$ cat src/rtl/video_capture_pkg.sv
// video_capture_pkg: shared constants, FIFO entry type and CRC helper for the
// video capture stage.
package video_capture_pkg;

    localparam int unsigned VIS_W          = 512;
    localparam int unsigned VIS_H          = 342;
    localparam int unsigned BYTES_PER_LINE = 64;

    localparam logic [15:0] CRC_POLY = 16'h1021;
    localparam logic [15:0] CRC_INIT = 16'hFFFF;

    // One captured byte tagged with its raster position.
    typedef struct packed {
        logic [7:0] data;
        logic [5:0] x;
        logic [8:0] y;
    } vc_entry_t;

    // CRC-16-CCITT over one byte, MSB first.
    function automatic logic [15:0] crc16_byte(input logic [15:0] crc, input logic [7:0] data);
        logic [15:0] c;
        c = crc;
        for (int i = 7; i >= 0; i--) begin
            if (c[15] ^ data[i]) begin
                c = {c[14:0], 1'b0} ^ CRC_POLY;
            end else begin
                c = {c[14:0], 1'b0};
            end
        end
        return c;
    endfunction

endpackage

$ cat src/rtl/video_capture_fifo.sv
// vc_fifo: synchronous FIFO of vc_entry_t with first-word-fall-through read.
// Ports: clk, reset_n (async active-low), push/wdata, pop/rdata_c,
//        full_c/empty_c status flags. A push while full is accepted only when
//        a pop happens in the same cycle. DEPTH must be a power of two >= 2.
module vc_fifo
    import video_capture_pkg::*;
#(
    parameter int unsigned DEPTH = 16
) (
    input  logic      clk,
    input  logic      reset_n,
    input  logic      push,
    input  vc_entry_t wdata,
    input  logic      pop,
    output vc_entry_t rdata_c,
    output logic      full_c,
    output logic      empty_c
);

    localparam int unsigned AW = $clog2(DEPTH);

    logic [AW:0] wr_ptr;
    logic [AW:0] rd_ptr;
    vc_entry_t   mem [DEPTH];
    logic        wr_en_c;
    logic        rd_en_c;

    // Extra pointer bit distinguishes full from empty.
    assign empty_c = (wr_ptr == rd_ptr);
    assign full_c  = (wr_ptr == {~rd_ptr[AW], rd_ptr[AW-1:0]});
    assign rd_en_c = pop && !empty_c;
    assign wr_en_c = push && (!full_c || rd_en_c);
    assign rdata_c = mem[rd_ptr[AW-1:0]];

    // Storage array needs no reset; pointers define validity.
    always_ff @(posedge clk) begin : mem_write
        if (wr_en_c) begin
            mem[wr_ptr[AW-1:0]] <= wdata;
        end
    end

    always_ff @(posedge clk or negedge reset_n) begin : ptr_regs
        if (!reset_n) begin
            wr_ptr <= '0;
            rd_ptr <= '0;
        end else begin
            if (wr_en_c) begin
                wr_ptr <= wr_ptr + (AW+1)'(1);
            end
            if (rd_en_c) begin
                rd_ptr <= rd_ptr + (AW+1)'(1);
            end
        end
    end

endmodule

$ cat src/rtl/video_capture.sv
// video_capture: recovers pixel/line position from Mac video syncs, packs the
// visible 512x342 1-bpp raster into bytes (MSB = leftmost pixel), buffers them
// and presents them over valid/ready tagged with byte column and line.
// Ports: clk, reset_n (async active-low); hs_n, vs_n, pix video inputs;
//        byte_data/byte_x/byte_y/byte_valid with byte_ready handshake;
//        frame_start pulse, frame_count, sticky overflow.
// Optional macro VIDCAP_CRC_EN adds frame_crc/crc_valid: CRC-16-CCITT over
// every captured byte of a frame, published on capture of byte (63, 341).
module video_capture
    import video_capture_pkg::*;
#(
    parameter int unsigned PIX_DIV      = 2,
    parameter int unsigned SAMPLE_PHASE = 0,
    parameter int unsigned H_START      = 0,
    parameter int unsigned V_START      = 1,
    parameter int unsigned FIFO_DEPTH   = 16
) (
    input  logic        clk,
    input  logic        reset_n,
    input  logic        hs_n,
    input  logic        vs_n,
    input  logic        pix,
    output logic [7:0]  byte_data,
    output logic [5:0]  byte_x,
    output logic [8:0]  byte_y,
    output logic        byte_valid,
    input  logic        byte_ready,
    output logic        frame_start,
    output logic [15:0] frame_count,
    output logic        overflow
`ifdef VIDCAP_CRC_EN
    ,
    output logic [15:0] frame_crc,
    output logic        crc_valid
`endif
);

    localparam int unsigned DIV_W = (PIX_DIV > 1) ? $clog2(PIX_DIV) : 1;
    localparam int unsigned X_W   = $clog2(BYTES_PER_LINE);

    logic             hs_q;
    logic             vs_q;
    logic             hs_fall_c;
    logic             vs_fall_c;
    logic [9:0]       lc;
    logic [9:0]       h;
    logic [DIV_W-1:0] div;
    logic             tick_c;
    logic [10:0]      h_off_c;
    logic [10:0]      v_off_c;
    logic             in_win_c;
    logic             shift_c;
    logic             last_c;
    logic [X_W-1:0]   x_c;
    logic [8:0]       y_c;
    logic [6:0]       sr;
    logic [2:0]       cnt;
    logic             push_q;
    vc_entry_t        push_entry;
    vc_entry_t        fifo_rdata_c;
    logic             fifo_full_c;
    logic             fifo_empty_c;
    logic             pop_c;

    // Sync edge detection: previous registered value high, current input low.
    always_ff @(posedge clk or negedge reset_n) begin : sync_regs
        if (!reset_n) begin
            hs_q <= 1'b0;
            vs_q <= 1'b0;
        end else begin
            hs_q <= hs_n;
            vs_q <= vs_n;
        end
    end

    assign hs_fall_c = hs_q && !hs_n;
    assign vs_fall_c = vs_q && !vs_n;

    // Line counter; reset value keeps capture off until the first vsync.
    always_ff @(posedge clk or negedge reset_n) begin : line_counter
        if (!reset_n) begin
            lc <= 10'h3FF;
        end else if (vs_fall_c && hs_fall_c) begin
            lc <= 10'd1;
        end else if (vs_fall_c) begin
            lc <= 10'd0;
        end else if (hs_fall_c && lc != 10'h3FF) begin
            lc <= lc + 10'd1;
        end
    end

    assign tick_c = (div == DIV_W'(SAMPLE_PHASE));

    // Pixel divider and saturating pixel counter, both restarted by hsync.
    always_ff @(posedge clk or negedge reset_n) begin : pixel_counter
        if (!reset_n) begin
            div <= '0;
            h   <= 10'h3FF;
        end else if (hs_fall_c) begin
            div <= '0;
            h   <= 10'd0;
        end else begin
            div <= (div == DIV_W'(PIX_DIV - 1)) ? '0 : div + DIV_W'(1);
            if (tick_c && h != 10'h3FF) begin
                h <= h + 10'd1;
            end
        end
    end

    // Offsets wrap to large values before the window start, so one compare each.
    assign h_off_c  = {1'b0, h} - 11'(H_START);
    assign v_off_c  = {1'b0, lc} - 11'(V_START);
    assign in_win_c = (h_off_c < 11'(VIS_W)) && (v_off_c < 11'(VIS_H));
    assign shift_c  = tick_c && in_win_c && !hs_fall_c && !vs_fall_c;
    assign last_c   = shift_c && (cnt == 3'd7);
    assign x_c      = X_W'(h_off_c >> 3);
    assign y_c      = 9'(v_off_c);

    // Shift register and registered FIFO write request.
    always_ff @(posedge clk or negedge reset_n) begin : capture
        if (!reset_n) begin
            sr         <= '0;
            cnt        <= '0;
            push_q     <= 1'b0;
            push_entry <= '0;
        end else begin
            if (hs_fall_c || vs_fall_c) begin
                cnt <= '0;
            end else if (shift_c) begin
                sr  <= {sr[5:0], pix};
                cnt <= cnt + 3'd1;
            end
            push_q <= last_c;
            if (last_c) begin
                push_entry.data <= {sr, pix};
                push_entry.x    <= x_c;
                push_entry.y    <= y_c;
            end
        end
    end

    vc_fifo #(
        .DEPTH (FIFO_DEPTH)
    ) u_fifo (
        .clk     (clk),
        .reset_n (reset_n),
        .push    (push_q),
        .wdata   (push_entry),
        .pop     (pop_c),
        .rdata_c (fifo_rdata_c),
        .full_c  (fifo_full_c),
        .empty_c (fifo_empty_c)
    );

    assign pop_c = !fifo_empty_c && (!byte_valid || byte_ready);

    // Output register and sticky drop flag.
    always_ff @(posedge clk or negedge reset_n) begin : out_reg
        if (!reset_n) begin
            byte_valid <= 1'b0;
            byte_data  <= '0;
            byte_x     <= '0;
            byte_y     <= '0;
            overflow   <= 1'b0;
        end else begin
            if (pop_c) begin
                byte_valid <= 1'b1;
                byte_data  <= fifo_rdata_c.data;
                byte_x     <= fifo_rdata_c.x;
                byte_y     <= fifo_rdata_c.y;
            end else if (byte_ready) begin
                byte_valid <= 1'b0;
            end
            if (push_q && fifo_full_c && !pop_c) begin
                overflow <= 1'b1;
            end
        end
    end

    // Frame start pulse and counter.
    always_ff @(posedge clk or negedge reset_n) begin : frame_regs
        if (!reset_n) begin
            frame_start <= 1'b0;
            frame_count <= '0;
        end else begin
            frame_start <= vs_fall_c;
            if (vs_fall_c) begin
                frame_count <= frame_count + 16'd1;
            end
        end
    end

`ifdef VIDCAP_CRC_EN
    logic [15:0] crc_acc;
    logic [15:0] crc_next_c;

    assign crc_next_c = crc16_byte(crc_acc, {sr, pix});

    // Running CRC over captured bytes, published at the last visible byte.
    always_ff @(posedge clk or negedge reset_n) begin : crc_regs
        if (!reset_n) begin
            crc_acc   <= CRC_INIT;
            frame_crc <= '0;
            crc_valid <= 1'b0;
        end else begin
            crc_valid <= 1'b0;
            if (vs_fall_c) begin
                crc_acc <= CRC_INIT;
            end else if (last_c) begin
                crc_acc <= crc_next_c;
                if (x_c == X_W'(BYTES_PER_LINE - 1) && y_c == 9'(VIS_H - 1)) begin
                    frame_crc <= crc_next_c;
                    crc_valid <= 1'b1;
                end
            end
        end
    end
`endif

endmodule
$ cat config.mk
export PLATFORM = sky130hd
export DESIGN_NAME = video_capture
export DESIGN_NICKNAME = d
export VERILOG_FILES = /design/src/rtl/video_capture_pkg.sv /design/src/rtl/video_capture_fifo.sv /design/src/rtl/video_capture.sv
export SDC_FILE = /design/constraint.sdc
export NUM_CORES = 1
export LEC_CHECK = 0
export CAP_MARGIN = 25
export CORE_MARGIN = 8
export CORE_UTILIZATION = 35
export CTS_CLUSTER_SIZE = 12
export DETAILED_ROUTE_END_ITERATION = 8
export DONT_BUFFER_PORTS = 1
export SYNTH_ARGS = -nofsm -noshare
export SYNTH_HDL_FRONTEND = slang
export SYNTH_HIERARCHICAL = 1
export SYNTH_SLANG_ARGS = --single-unit
$ cat constraint.sdc
create_clock -name clk -period 5.64 [get_ports clk]
set_input_delay 1.128 -clock clk [delete_from_list [all_inputs] [get_ports clk]]
set_output_delay 1.128 -clock clk [all_outputs]
set_load 0.1 [all_outputs]
==> impl_metrics.json, run 1 <==
{
  "status": "completed",
  "rrSetupSlack_ns": 1.90,
  "multi_input_area_um2": 4810,
  "cts_max_path_buffers": 3,
  "p_seq_share_pct": 55.5,
  "tns_ns": 0,
  "finalSetupViolCount": 0,
  "fin_total_pwr_w": 0.00724,
  "nNetsFinal": 1037,
  "wire_per_inst_um": 22.0,
  "cts_tree": "built",
  "async_flop_share_pct": 22.9,
  "holdBufCountCts": 0,
  "grt_antenna_before_repair": 0,
  "worstMarginPinSlew_ns": 1.04,
  "clk_pin_slew_ns": 0.06,
  "areaGrowthSynthToFinish_pct": 13.2,
  "synth_seq_cells": 477,
  "fmax_mhz": 267,
  "antenna_left": 0,
  "clkLatencyLatePin_ns": 0.59,
  "rsz0062_at_grt": "false",
  "boundaryPins": 48,
  "vias_per_cell": 5.19,
  "root_buffer": "clkbuf_16",
  "yosysWarnings": 6,
  "core_area_um2": 53600,
  "drive_above_1_share_pct": 26.5,
  "drtIter0Drc": 694,
  "p_comb_share_pct": 2.3,
  "fin_cells": 1758,
  "clkPwrFrac_pct": 42.1,
  "vias": 9127,
  "final-hold-violation-count": 0,
  "syn-cell-area_um2": 18900,
  "route.detailed.drc": 0,
  "row_count": 85,
  "numCtsBuffers": 49,
  "ys_types": 55,
  "fill_cells": 4821,
  "crit_required_ns": 6.11,
  "overflow": 0,
  "die_y_um": 248,
  "seq_area_frac_synth_pct": 73.1,
  "holdWs_ns": 0.245,
  "syn_inst": 996,
  "synth_edf_count": 368,
  "dpl.hpwl_um": 23300,
  "syn_area_per_cell_um2": 19.0,
  "fin_crit_sh_pct": 66.3,
  "grt_pass1_wl_um": 59500,
  "skew_ns": 0.0243,
  "io_buffers": 0,
  "start_kind": "flip-flop",
  "r2r_cells": 6,
  "drv_cap": 0,
  "grtUsageTotal_pct": 12.7,
  "cts_max_level": 2,
  "path_class": "flip-flop to flip-flop",
  "cp_max_fo": 43,
  "cts.sinks": 477,
  "wl_um": 38700,
  "drv_slew": 0,
  "peakVddDrop_uv": 336,
  "r2r_end": "byte_x[4]$_DFFE_PN0P_",
  "post_cts.repair.setup_buffers": 0,
  "switching_power_w": 0.00159,
  "p_leak_nw": 7.83,
  "critPathCaptureType": "flip-flop",
  "utilization_pct": 39.9,
  "start_util_pct": 35.2,
  "dieWidth_um": 248,
  "p_int_w": 0.00565,
  "seqCellArea_um2": 13800,
  "setup.worst_path.end": "byte_x[4]$_DFFE_PN0P_",
  "worstSetupStartpoint": "u_fifo/rd_ptr[0]$_DFFE_PN0P_",
  "sw_frac_of_total_pct": 22.0,
  "hold_path.class": "input port to async pin",
  "dp_cells": 1665,
  "grt_pass1_vias": 9389,
  "synthFlopType": "edfxtp_1",
  "ctsResizeCount": 0,
  "dr.pass1.iters": 5,
  "gp_congestion": 0.744,
  "min_period_ns": 3.74,
  "power_density_nw_per_um2": 339,
  "cp.arrival_ns": 4.21,
  "grt_max_degree": 110,
  "die_area_um2": 61700,
  "synth_nets": 1013,
  "r2r-start": "u_fifo/rd_ptr[0]$_DFFE_PN0P_",
  "slew_headroom_pct": 30.7
}
per-stage QoR:
stage | worst slack (ns) | area (µm²)
2_1_floorplan | 0.367 | 18900
3_3_place_gp | 1.74 | 19700
3_5_place_dp | 1.81 | 19900
4_1_cts | 1.81 | 21400
5_1_grt | 1.57 | 21400
6_report | 1.90 | 21400
power by group through the flow:
stage	Clock [W]	Combinational [W]	Sequential [W]
finish	0.00305	0.000168	0.00402
global route	0.00327	0.000192	0.00403
CTS	0.00314	0.000171	0.00402
detailed placement	0	0.000170	0.00409
global placement	0	0.000165	0.00409
floorplan	0	0.000149	0.00407
cell families (layout without fill, tap and decap cells):
kind of cell,after synthesis,after routing,synth area share [%]
buf+inv,69,134,1.89
compound gates,73,73,2.95
fa+ha+maj,11,11,0.729
flops,477,477,73.1
mux,152,152,14.8
other cells,0,1,0
xor+xnor,47,47,2.18
simple gates,167,167,4.33
critical path: stages, from the launching register on:
cell and delay, ns:
dfrtp_4 0.69, buf_4 0.64, buf_4 0.81, mux4_2 0.60, a22oi_1 0.30, nand2_1 0.19, mux2_2 0.29
placed cells by master, fill, tap and decap left out, types with 3 or more instances in the layout:
cell type  synthesis  routed
and3_1            11      11
nor2_2             0       5
mux2_4            17      17
nor2_1            40      34
clkbuf_8           0       4
clkinv_2           0       4
mux4_2            92      92
buf_8              0       3
dfstp_2           20      20
xor2_1            18      18
clkinv_1           0       4
nand4_1            5       5
clkbuf_1          24      26
o21ai_0            5       5
nand2_1           53      53
clkbuf_16          0      50
buf_16             0       5
nor3_2             0       3
mux2_2            36      36
nor4b_2            0       3
xnor2_1           29      29
nand3_1           22      22
nand3b_1           4       4
ha_1              11      11
mux2i_1            6       6
nor3_1            10       7
dfrtp_1           89      87
inv_1             16      16
nor2b_2            0       3
edfxtp_1         368     368
buf_4              1      18
a22oi_1           47      47
sequential cells by signal, indices dropped and copies added (netlist names):
signal	count
byte_data	8
frame_start	1
byte_x	6
u_fifo/wr_ptr	5
div	1
u_fifo/rd_ptr	5
sr	7
h	10
push_entry	23
u_fifo/mem	368
vs_q	1
overflow	1
push_q	1
lc	10
byte_valid	1
cnt	3
frame_count	16
hs_q	1
byte_y	9
cell usage after synthesis, types with 5 or more instances:
| cell | count | area (µm²) |
|---|---|---|
| mux2_4 | 17 | 255 |
| nor2_1 | 40 | 150 |
| nand3_1 | 22 | 110 |
| edfxtp_1 | 368 | 11100 |
| inv_1 | 16 | 60.1 |
| mux2i_1 | 6 | 60.1 |
| xor2_1 | 18 | 158 |
| xnor2_1 | 29 | 254 |
| nor3_1 | 10 | 50.1 |
| nand2_1 | 53 | 199 |
| nand4_1 | 5 | 31.3 |
| o21ai_0 | 5 | 25.0 |
| buf_2 | 15 | 75.1 |
| nor2b_1 | 5 | 31.3 |
| clkbuf_1 | 24 | 90.1 |
| ha_1 | 11 | 138 |
| dfstp_2 | 20 | 526 |
| mux4_2 | 92 | 2070 |
| dfrtp_1 | 89 | 2230 |
| and3_1 | 11 | 68.8 |
| a22oi_1 | 47 | 353 |
| buf_6 | 10 | 113 |
| mux2_2 | 36 | 405 |
routing by layer:
metal / global-route usage, % / vias to the layer above / part of all wire (%) / routed length (µm)
met5: 0 / - / 0 / 0
met4: 3.48 / 0 / 1.5 / 583
met3: 2.39 / 37 / 5.5 / 2120
met2: 19.3 / 208 / 46 / 17800
met1: 18.6 / 4888 / 47 / 18200
li1: - / 3994 / - / -
layout make-up:
class / count / area share (%)
Tap cell: 696 / 4.07
Timing Repair Buffer: 26 / 1.49
Antenna cell: 1 / 0.0117
Multi-Input combinational cell: 450 / 22.5
Clock inverter: 12 / 0.509
Sequential cell: 477 / 64.6
Inverter: 16 / 0.281
Clock buffer: 80 / 6.57
worst min-delay path by stage:
stage                                 start                            to  slack, ns  cells after the start
4_1_cts                             reset_n      byte_data[4]$_DFFE_PN0P_       0.21                      0
5_1_grt                             reset_n      byte_data[4]$_DFFE_PN0P_       0.21                      0
6_report                            reset_n         frame_start$_DFF_PN0_       0.25                      0
2_1_floorplan            cnt[0]$_DFFE_PN0P_            cnt[0]$_DFFE_PN0P_       0.45                      1
3_3_place_gp             cnt[0]$_DFFE_PN0P_            cnt[0]$_DFFE_PN0P_       0.47                      1
3_5_place_dp   u_fifo/rd_ptr[4]$_DFFE_PN0P_  u_fifo/rd_ptr[4]$_DFFE_PN0P_       0.49                      1
Power figures use the tool's default switching activity.
==> run 2, diff against run 1 <==
- clock period: 5.64 -> 3.9 ns (I/O delays scaled with it)
==> run 2 against run 1 <==
  * Combinational power rose to 2.6 times the previous value
  * Cell count rose by 0.74%
  * Non-clock buffer count rose by 13
  * Critical endpoint is now u_fifo/mem[2][1]$_DFFE_PP_
  * Largest power group unchanged
  * Highest routed layer unchanged
==> impl_metrics.json, run 2 (synthesis results as in run 1) <==
{
  "critPathCaptureType": "flip-flop",
  "wire_per_inst_um": 21.0,
  "start_util_pct": 35.2,
  "boundaryPins": 48,
  "slew_headroom_pct": 29.3,
  "tns_ns": 0,
  "die_area_um2": 61700,
  "switching_power_w": 0.00233,
  "wl_met3_um": 1720,
  "fin_total_pwr_w": 0.0107,
  "dr.pass1.iters": 5,
  "p_comb_share_pct": 4.1,
  "wl_um": 37200,
  "drv_cap": 0,
  "fin_crit_sh_pct": 75.3,
  "finalSetupViolCount": 0,
  "largest_reg_flops": 368,
  "io_buffers": 0,
  "top_layer_used": "met4",
  "crit_required_ns": 4.18,
  "drv_slew": 0,
  "route.met2.wl_um": 17200,
  "grt_antenna_before_repair": 0,
  "peakVddDrop_uv": 430,
  "cts_tree": "built",
  "postLayoutSetupSlackWorst_ns": 0.962,
  "core_area_um2": 53600,
  "grt_pass1_vias": 9409,
  "route.detailed.drc": 0,
  "final-hold-violation-count": 0,
  "grt_pass1_wl_um": 57600,
  "utilization_pct": 40.2,
  "gp_congestion": 0.734,
  "clkLatencyLatePin_ns": 0.59,
  "cts.sinks": 477,
  "cts_max_path_buffers": 3,
  "status": "completed",
  "fmax_mhz": 340,
  "power_density_nw_per_um2": 498,
  "wl_met1_um": 17600,
  "clkPwrFrac_pct": 43.1,
  "dieWidth_um": 248,
  "worstMarginPinSlew_ns": 1.06,
  "clk_pin_slew_ns": 0.06,
  "ctsResizeCount": 0,
  "cp_max_fo": 23,
  "areaGrowthSynthToFinish_pct": 14.0,
  "vias": 8888,
  "grtUsageTotal_pct": 12.3,
  "rsz0062_at_grt": "false",
  "cts_max_level": 2,
  "nNetsFinal": 1051,
  "skew_ns": 0.0300,
  "antenna_left": 0,
  "path_class": "flip-flop to flip-flop",
  "overflow": 0,
  "p_seq_share_pct": 52.9,
  "grt_max_degree": 96,
  "root_buffer": "clkbuf_16",
  "sw_frac_of_total_pct": 21.7,
  "min_period_ns": 2.94,
  "drive_above_1_share_pct": 27.9,
  "cp.arrival_ns": 3.22,
  "final_cell_mix": "368 x edfxtp_1, 92 x mux4_2, 87 x dfrtp_1",
  "p_leak_nw": 7.94,
  "hold_path.class": "input port to async pin",
  "fill_cells": 4820,
  "start_kind": "flip-flop",
  "dpl.hpwl_um": 22500,
  "drtIter0Drc": 640,
  "mostFrequentLayoutCell": "edfxtp_1",
  "place_ws_ns": 1.04,
  "row_count": 85,
  "numCtsBuffers": 50,
  "vias_per_cell": 5.02,
  "fin_cells": 1771,
  "dp_cells": 1677,
  "die_y_um": 248,
  "p_int_w": 0.00839
}
## run 2: cell count changes in the layout (fill, tap and decap cells not counted), sizes merged
| cell | change |
|---|---|
| bufinv | +1 |
| clkbuf | -1 |
| clkinv | +1 |
| buf | +13 |
| inv | -1 |
## run 2: area by class of cell
| class | instances | area, µm² | area share, % |
|---|---|---|---|
| Sequential cell | 477 | 13800 | 64.1 |
| Multi-Input combinational cell | 450 | 4840 | 22.5 |
| Clock buffer | 79 | 1480 | 6.86 |
| Tap cell | 696 | 871 | 4.04 |
| Timing Repair Buffer | 39 | 340 | 1.58 |
| Clock inverter | 13 | 135 | 0.628 |
| Inverter | 16 | 60.1 | 0.279 |
| Antenna cell | 1 | 2.50 | 0.0116 |
## run 2: power by group through the flow
stage	Sequential [W]	Clock [W]	Combinational (W)
2_1_floorplan	0.00589	0	0.000215
3_3_place_gp	0.00576	0	0.000412
3_5_place_dp	0.00577	0	0.000419
4_1_cts	0.00567	0.00476	0.000445
5_1_grt	0.00568	0.00496	0.000480
6_report	0.00567	0.00462	0.000435
## run 2: worst paths after layout
check	startpoint	to	slack, ns	cells after the start
setup / recovery	u_fifo/rd_ptr[2]$_DFFE_PN0P_	u_fifo/mem[2][1]$_DFFE_PP_	0.96	9
hold / removal	reset_n	lc[2]$_DFFE_PN1P_	0.06	0
setup reg to reg	u_fifo/rd_ptr[2]$_DFFE_PN0P_	u_fifo/mem[2][1]$_DFFE_PP_	0.96	9
hold reg to reg	cnt[0]$_DFFE_PN0P_	cnt[0]$_DFFE_PN0P_	0.48	1
max in group asynchronous	reset_n	u_fifo/rd_ptr[0]$_DFFE_PN0P_	3.34	1
min in group clk	vs_n	vs_q$_DFF_PN0_	0.24	0
## run 2: layer usage
layer  vias to the layer above  global-route usage [%]
met5                         -                       0
met4                         0                    3.24
met3                        48                    2.59
met2                       164                    19.2
met1                      4660                    17.4
li1                       4016                       -
## run 2: timing repair
action                                 CTS  global route
endpoints found under the hold margin   89             0
hold buffers                             1             0
buffers inserted                         0             0
## run 2: stage by stage
step	hold WS [ns]	cell area [µm²]
after floorplan	0.452	18900
after global placement	0.473	19900
after detailed placement	0.484	19900
after CTS	0.0130	21500
after global routing	0.0131	21500
final	0.0554	21500
## run 2: worst max-delay path, cell delays in order (launching register included)
cell     delay (ns)
dfrtp_1        0.49
xnor2_1        0.20
nand4_1        0.21
or2_1          0.33
inv_1          0.14
a21oi_4        0.05
o31ai_4        0.53
buf_4          0.33
nor4b_4        0.07
buf_4          0.25
==> run 3, diff against run 2 <==
- clock period: 3.9 -> 2.6 ns (I/O delays scaled with it)
==> run 3 against run 2 <==
  * Sequential power increased by 48%
  * Die area unchanged
  * Critical endpoint is now u_fifo/mem[9][11]$_DFFE_PP_
  * Fmax increased by 18%
  * Non-clock buffer count increased by 50
  * Clock skew decreased by 0.016 ns
  * The flow now finishes with violations (hold timing)
  * First-iteration DRC count increased by 4.4%
==> impl_metrics.json, run 3 (synthesis results as in run 1) <==
{
  "path_buf_inv": 3,
  "grt_antenna_before_repair": 1,
  "slew_headroom_pct": 36.8,
  "final_cell_mix": "368 x edfxtp_1, 92 x mux4_2, 87 x dfrtp_1",
  "boundaryPins": 48,
  "place_ws_ns": -0.114,
  "overflow": 0,
  "min_period_ns": 2.49,
  "root_buffer": "clkbuf_16",
  "cts_tree": "built",
  "final-hold-violation-count": 109,
  "core_area_um2": 53600,
  "clkLatencyLatePin_ns": 0.59,
  "p_int_w": 0.0125,
  "slowest_delay_ns": 0.52,
  "dp_cells": 1718,
  "grt_pass1_vias": 9761,
  "power_density_nw_per_um2": 725,
  "cp.arrival_ns": 2.72,
  "p_leak_nw": 8.22,
  "crit_required_ns": 2.83,
  "gp_congestion": 0.719,
  "peakVddDrop_uv": 827,
  "drv_slew": 0,
  "areaGrowthSynthToFinish_pct": 17.2,
  "drive_above_1_share_pct": 31.6,
  "path_class": "flip-flop to flip-flop",
  "die_y_um": 248,
  "mostFrequentLayoutCell": "edfxtp_1",
  "numCtsBuffers": 50,
  "row_count": 85,
  "wire_per_inst_um": 22.2,
  "p_seq_share_pct": 52.2,
  "fin_total_pwr_w": 0.0160,
  "vias_per_cell": 5.12,
  "clkPwrFrac_pct": 42.8,
  "route.detailed.drc": 0,
  "fill_cells": 4762,
  "multi_input_area_um2": 4930,
  "antenna_left": 0,
  "start_util_pct": 35.2,
  "holdWs_ns": -0.366,
  "r2r_cells": 10,
  "sw_frac_of_total_pct": 22.2,
  "worstMarginPinSlew_ns": 0.948,
  "start_kind": "flip-flop",
  "dr.pass1.iters": 4,
  "drtIter0Drc": 668,
  "nNetsFinal": 1102,
  "crit_chain": "xnor2_1 > nand4_1 > or2_4 > inv_2 > a21oi_4 > o31ai_4 > buf_12 > buf_8 > nor2_2 > and3_4",
  "violations": "hold timing",
  "critPathCaptureType": "flip-flop",
  "fin_cells": 1824,
  "die_area_um2": 61700,
  "grtUsageTotal_pct": 13.3,
  "seqCellArea_um2": 13800,
  "critical-path-top-delay-family": "simple AND/OR/NAND/NOR gates",
  "cts.sinks": 477,
  "postLayoutSetupSlackWorst_ns": 0.114,
  "fin_crit_sh_pct": 95.6,
  "p_comb_share_pct": 5.1,
  "dpl.hpwl_um": 23200,
  "r2r-start": "u_fifo/rd_ptr[0]$_DFFE_PN0P_",
  "grt_pass1_wl_um": 61500,
  "utilization_pct": 41.3,
  "crit_path_top_delay_cell": "and3_4",
  "fmax_mhz": 402,
  "cp_max_fo": 23,
  "rsz0062_at_grt": "true",
  "clk_pin_slew_ns": 0.06,
  "status": "finished, violations left",
  "wl_um": 40500,
  "largest_reg_flops": 368,
  "switching_power_w": 0.00356,
  "holdBufCountCts": 2,
  "skew_ns": 0.0137,
  "grt_max_degree": 110,
  "r2r_end": "u_fifo/mem[9][11]$_DFFE_PP_",
  "vias": 9341,
  "rrSetupSlack_ns": 0.11,
  "cts_max_level": 2,
  "dieWidth_um": 248,
  "cts_max_path_buffers": 3,
  "drv_cap": 0,
  "hold_path.class": "input port to async pin",
  "io_buffers": 0,
  "finalSetupViolCount": 0
}
==> run 3: worst max path at each step <==
stage,endpoint,cells past startpoint,from
after CTS,byte_y[6]$_DFFE_PN0P_,6,u_fifo/rd_ptr[0]$_DFFE_PN0P_
after global routing,u_fifo/mem[9][11]$_DFFE_PP_,10,u_fifo/rd_ptr[0]$_DFFE_PN0P_
after detailed placement,u_fifo/mem[15][8]$_DFFE_PP_,9,u_fifo/rd_ptr[1]$_DFFE_PN0P_
final,u_fifo/mem[9][11]$_DFFE_PP_,10,u_fifo/rd_ptr[0]$_DFFE_PN0P_
after floorplan,u_fifo/mem[2][0]$_DFFE_PP_,10,u_fifo/rd_ptr[0]$_DFFE_PN0P_
after global placement,u_fifo/mem[7][21]$_DFFE_PP_,9,u_fifo/rd_ptr[0]$_DFFE_PN0P_
==> run 3: routing by layer <==
layer  vias up  track usage, %  share of wire [%]
li1       4127               -                  -
met1      4954            18.0                 44
met2       213            22.0                 49
met3        47            2.71                5.3
met5         -               0                  0
met4         0            3.01                1.6
==> run 3: metrics by stage <==
step           area, µm²  TNS, ns
2_1_floorplan      19100   -45.05
3_3_place_gp       20400    -1.97
3_5_place_dp       20400    -4.34
4_1_cts            22100  -0.0573
5_1_grt            22100  -0.0463
6_report           22100        0
==> run 3: layout make-up <==
| class | instances | area share [%] |
|---|---|---|
| Multi-Input combinational cell | 451 | 22.2 |
| Tap cell | 696 | 3.93 |
| Sequential cell | 477 | 62.4 |
| Antenna cell | 1 | 0.0113 |
| Inverter | 16 | 0.271 |
| Clock buffer | 80 | 6.39 |
| Timing Repair Buffer | 89 | 4.01 |
| Clock inverter | 14 | 0.785 |
==> run 3: power by group through the flow <==
stage / combinational [W] / clock [W] / sequential (W)
6_report: 0.000813 / 0.00686 / 0.00837
5_1_grt: 0.000875 / 0.00734 / 0.00839
4_1_cts: 0.000798 / 0.00706 / 0.00838
3_5_place_dp: 0.000793 / 0 / 0.00853
3_3_place_gp: 0.000779 / 0 / 0.00853
2_1_floorplan: 0.000323 / 0 / 0.00883
==> run 3: worst reg2reg max path: stages, from the launching register on <==
cell	delay, ns
dfrtp_4	0.48
xnor2_1	0.13
nand4_1	0.12
or2_4	0.14
inv_2	0.04
a21oi_4	0.14
o31ai_4	0.08
buf_12	0.15
buf_8	0.16
nor2_2	0.16
and3_4	0.52
==> run 3: what timing repair did <==
action                                  in CTS  in global routing
hold endpoints to repair                   111                109
resized for setup                            3                 11
cloned                                       1                  1
pin swaps                                    3                  2
endpoints found under the setup margin     143                206
setup buffers                                5                  2
